## config.mk

```make
export PLATFORM = sky130hd
export DESIGN_NAME = pmod_ad1_spi_rx
export DESIGN_NICKNAME = d
export VERILOG_FILES = /design/src/rtl/pmod_ad1_spi_rx.sv
export SDC_FILE = /design/constraint.sdc
export NUM_CORES = 1
export LEC_CHECK = 0
export CAP_MARGIN = 20
export CORE_MARGIN = 2
export CORE_UTILIZATION = 43
export CTS_BUF_LIST = sky130_fd_sc_hd__clkbuf_2
export DETAILED_ROUTE_END_ITERATION = 12
export HOLD_SLACK_MARGIN = 0.12
export PLACE_DENSITY_LB_ADDON = 0.12
export RECOVER_POWER = 50
export SLEW_MARGIN = 40
export SYNTH_ARGS = -nofsm -noshare
export SYNTH_HDL_FRONTEND = slang
export SYNTH_SLANG_ARGS = --single-unit
```

## constraint.sdc

```tcl
create_clock -name clk_i -period 4 [get_ports clk_i]
set_clock_uncertainty 0.2 [all_clocks]
set_input_delay 1.2 -clock clk_i [delete_from_list [all_inputs] [get_ports clk_i]]
set_output_delay 1.2 -clock clk_i [all_outputs]
set_load 0.03 [all_outputs]
```

## src/rtl/pmod_ad1_spi_rx.sv

```systemverilog
// pmod_ad1_spi_rx
//   SPI receive front end for the PmodAD1 (two AD7476A ADCs that share CS
//   and SCLK). It generates SCLK/CS from clk_i, shifts both SDATA lines in
//   parallel and delivers a pair of 12-bit samples per frame with a
//   one-cycle valid strobe.
//
// Parameters
//   CLK_DIV      SCLK half-period in clk_i cycles (>=1)
//   QUIET_CYCLES minimum CS-high time between frames in clk_i cycles (>=1)
//
// Ports
//   clk_i        system clock, rising edge
//   rst_n_i      synchronous active-low reset
//   en_i         level enable for continuous conversion
//   sdata1_i     serial data, ADC channel 1
//   sdata2_i     serial data, ADC channel 2
//   sclk_o       ADC serial clock, idles high
//   cs_o         ADC chip select, active low
//   data1_o      last channel-1 sample (12-bit unsigned)
//   data2_o      last channel-2 sample (12-bit unsigned)
//   valid_o      one-cycle pulse, data1_o/data2_o updated this cycle
//   frame_err_o  leading-zero check failed for the frame flagged by valid_o
module pmod_ad1_spi_rx #(
  parameter int CLK_DIV      = 3,
  parameter int QUIET_CYCLES = 8
) (
  input  logic        clk_i,
  input  logic        rst_n_i,
  input  logic        en_i,
  input  logic        sdata1_i,
  input  logic        sdata2_i,
  output logic        sclk_o,
  output logic        cs_o,
  output logic [11:0] data1_o,
  output logic [11:0] data2_o,
  output logic        valid_o,
  output logic        frame_err_o
);

  localparam int DIV_W = $clog2(CLK_DIV + 1);
  localparam int QW    = $clog2(QUIET_CYCLES + 1);

  typedef enum logic [1:0] {IDLE, QUIET, CONV, DONE} state_e;

  state_e           state_q, state_d;
  logic [DIV_W-1:0] div_q, div_d;
  logic [QW-1:0]    qcnt_q, qcnt_d;
  logic [3:0]       bit_q, bit_d;
  logic [15:0]      sh1_q, sh1_d, sh2_q, sh2_d;
  logic             sclk_q, sclk_d, cs_q, cs_d;
  logic [11:0]      d1_q, d1_d, d2_q, d2_d;
  logic             valid_q, valid_d, ferr_q, ferr_d;
  logic             div_end, quiet_end, start_conv;

  assign div_end   = (div_q == DIV_W'(CLK_DIV - 1));
  assign quiet_end = (qcnt_q == QW'(QUIET_CYCLES - 1));

  always_comb begin
    state_d    = state_q;
    div_d      = div_q;
    qcnt_d     = qcnt_q;
    bit_d      = bit_q;
    sh1_d      = sh1_q;
    sh2_d      = sh2_q;
    sclk_d     = sclk_q;
    cs_d       = cs_q;
    d1_d       = d1_q;
    d2_d       = d2_q;
    ferr_d     = ferr_q;
    valid_d    = 1'b0;
    start_conv = 1'b0;

    unique case (state_q)
      IDLE: start_conv = en_i;

      // qcnt counts CS-high cycles; it starts at 1 after DONE because the
      // DONE cycle itself already has CS high.
      QUIET: begin
        if (quiet_end) begin
          if (en_i) start_conv = 1'b1;
          else      state_d    = IDLE;
        end else begin
          qcnt_d = qcnt_q + QW'(1);
        end
      end

      CONV: begin
        if (div_end) begin
          div_d  = '0;
          sclk_d = ~sclk_q;
          // The edge that raises SCLK is the sampling edge.
          if (!sclk_q) begin
            sh1_d = {sh1_q[14:0], sdata1_i};
            sh2_d = {sh2_q[14:0], sdata2_i};
            bit_d = bit_q + 4'd1;
            if (bit_q == 4'd15) begin
              state_d = DONE;
              cs_d    = 1'b1;
            end
          end
        end else begin
          div_d = div_q + DIV_W'(1);
        end
      end

      DONE: begin
        d1_d    = sh1_q[11:0];
        d2_d    = sh2_q[11:0];
        ferr_d  = (|sh1_q[15:12]) | (|sh2_q[15:12]);
        valid_d = 1'b1;
        // With a one-cycle quiet time the DONE cycle is the whole gap.
        if (QUIET_CYCLES == 1) begin
          if (en_i) start_conv = 1'b1;
          else      state_d    = IDLE;
        end else begin
          state_d = QUIET;
          qcnt_d  = QW'(1);
        end
      end

      default: state_d = QUIET;
    endcase

    if (start_conv) begin
      state_d = CONV;
      cs_d    = 1'b0;
      sclk_d  = 1'b1;
      div_d   = '0;
      bit_d   = '0;
    end
  end

  always_ff @(posedge clk_i) begin
    if (!rst_n_i) begin
      state_q <= QUIET;
      div_q   <= '0;
      qcnt_q  <= '0;
      bit_q   <= '0;
      sh1_q   <= '0;
      sh2_q   <= '0;
      sclk_q  <= 1'b1;
      cs_q    <= 1'b1;
      d1_q    <= '0;
      d2_q    <= '0;
      valid_q <= 1'b0;
      ferr_q  <= 1'b0;
    end else begin
      state_q <= state_d;
      div_q   <= div_d;
      qcnt_q  <= qcnt_d;
      bit_q   <= bit_d;
      sh1_q   <= sh1_d;
      sh2_q   <= sh2_d;
      sclk_q  <= sclk_d;
      cs_q    <= cs_d;
      d1_q    <= d1_d;
      d2_q    <= d2_d;
      valid_q <= valid_d;
      ferr_q  <= ferr_d;
    end
  end

  assign sclk_o      = sclk_q;
  assign cs_o        = cs_q;
  assign data1_o     = d1_q;
  assign data2_o     = d2_q;
  assign valid_o     = valid_q;
  assign frame_err_o = ferr_q;

endmodule
```

==> run summary <==
Outcome: finished clean
Tmin final: 3240 ps
Worst hold path class: flop to flop
Worst relative slew slack: 8.59%
Dpl cell area: 3010 µm²
Final GP Congestion: 0.752
Final setup TNS: 0 ps
Worst reg2reg path startpoint: state_q[0]
Die area: 6830 µm²
Peak supply drop: 0.178 mV
Via count: 2,145
Leakage power: 0.00109 µW
Worst Tran Pin Value: 1370 ps
Global-route total usage across every layer: 17.5%
Vias in the first global route: 1,917
Post-synth EDFFs: 0
Unrepaired setup endpoints after global routing: false
Die width: 82.7 µm
PwrDens: 387 nW/µm²
WP data required: 4200 ps
H-tree Lvls: 3
CP max FO: 30
Share of cells above drive strength 1: 6.47%
Mean post-synth cell area: 9.47 µm²
NumNets Final: 311
# setup viols final: 0
Worst setup EP type: flop
Clock Sinks: 72
Cts hold-fix bufs: 0
Max Fclk: 0.309 GHz
WS Path Type: primary input to flop
Antenna Violating Nets Remaining: 0
CP startpoint: rst_n_i
Largest net degree at the start of global routing: 42
MaxCap Viol Count: 0
Maximum clock path buffer count: 2
Drt pass-1 iters: 4
Syn nets: 288
Min-delay src: sh2_q[2]
Gate count of the mapped netlist: 281
Most common cell after layout, fill and taps aside: dfxtp_1
Area Overhead vs Synth: 17.7%
Wirelength per Cell: 14.6 µm
Post-DP HPWL: 3.27 mm
Later-pin clock latency in the skew report: 490 ps
CTS tree: built
Pwr Total: 1210 µW
Worst-path clk slew: 210 ps
DRC: 0
# diodes: 0
IO Pins: 33
Fin. Hold Viols: 0
Core Rows: 28
Vias per Instance: 5.59
Port Buffers: 32
Starting DRC count in detailed routing: 236
Distinct cells, synth: 33
Arrival @ worst endpoint: 3430 ps
Crit share post-route: 80.9%
Mapped Area: 2660 µm²
Fin area: 3130 µm²
CTS buffer count: 9
Post-CTS setup buffers: 0
Most frequent cells in the layout: dfxtp_1 (72), nand3_1 (36), a21oi_1 (35)
GRT overflow: 0
First-pass GRT wire length: 9.14 mm
Initial antenna violation count: 0
Post-CTS Resized: 0
DRT Wirelength: 5.60 mm
Die Y: 82.7 µm
#FFs+latches synth: 72
Commonest register cell after synthesis: dfxtp_1
Starting Density: 44.7%
Max Transition Viols Final: 0
Root Buffer: clkbuf_2
Seq/Total Area, Yosys: 54.2%
Startpoint Class: primary input
Core ar.: 5960 µm²
Synth Warn #: 0
Post-synth ARST share: 0%
[where the power goes]
group	internal (µW)	total (µW)	leakage, µW	switching [µW]
clock network	208	458	0.0000857	250
registers	722	726	0.000580	4.10
logic	10.3	29.0	0.000423	18.7
total	940	1210	0.00109	272
[cells by family (layout without fill, tap and decap cells)]
kind of cell    count (synthesis)  after routing  share of synthesized area (%)
buf+inv                        29             57                           4.61
fa+ha+maj                       2              2                          0.940
mux                             3              3                           1.13
compound gates                108            108                           24.9
flops                          72             72                           54.2
simple gates                   67             67                           14.3
[synthesized netlist by cell type (all sizes together) (3+ instances only)]
| cell type | count | area share [%] |
|---|---|---|
| or3 | 3 | 0.71 |
| nand2 | 4 | 0.56 |
| nand3 | 36 | 6.8 |
| dfxtp | 72 | 54 |
| a21oi | 35 | 6.6 |
| nand2b | 3 | 0.71 |
| a22o | 25 | 8.2 |
| inv | 3 | 0.42 |
| nor2 | 3 | 0.42 |
| clkbuf | 15 | 2.1 |
| o31ai | 3 | 0.85 |
| mux2i | 3 | 1.1 |
| a211oi | 4 | 1.1 |
| o21ai | 37 | 7.0 |
| buf | 11 | 2.1 |
[per-layer routing]
| layer | track usage, % | part of all wire (%) | vias to the layer above | wire length, µm |
|---|---|---|---|---|
| met5 | 0 | 0 | - | 0 |
| met2 | 26.0 | 44 | 33 | 2430 |
| met1 | 24.2 | 53 | 1022 | 2940 |
| met3 | 3.59 | 3.1 | 4 | 171 |
| met4 | 8.36 | 0.82 | 0 | 46 |
| li1 | - | - | 1086 | - |
[sequential cells by signal (all words and copies together) (netlist names)]
register,count
sh1_q,16
sh2_q,16
data1_o,12
data2_o,12
bit_q,4
qcnt_q,4
div_q,2
state_q,2
cs_o,1
frame_err_o,1
sclk_o,1
valid_o,1
[final timing paths]
kind | to | slack (ps) | cells past startpoint
worst max-delay path | qcnt_q[3] | 760 | 5
worst max register to register | qcnt_q[3] | 1700 | 4
worst min register to register | sh2_q[3] | 280 | 2
worst min-delay path | sh2_q[3] | 280 | 2
[cell type report]
cell class              instances  area, µm²
fillers                       566       2820
multi-input cells             180       1100
clock inverters                 6       83.8
flip-flops and latches         72       1440
repair buffers                 38        354
well taps                      75       93.8
clock buffers                  10       50.0
inverters                       3       11.3
[per-stage QoR]
stage | util (%) | setup slack [ps] | hold slack [ps] | std cells
2_1_floorplan | - | 1760 | 249 | 281
4_1_cts | 52.8 | 1010 | 276 | 384
3_5_place_dp | 50.6 | 923 | 266 | 368
5_1_grt | 52.6 | 573 | 302 | 384
6_report | 52.6 | 764 | 279 | 384
3_3_place_gp | 50.6 | 991 | 261 | 368
[critical path: stages]
cell	delay, ps
dlygate4sd3_1	650
a21boi_0	200
clkbuf_1	1020
nand2b_1	140
o31ai_1	220
Note: power is estimated with default switching activity, not from simulation.
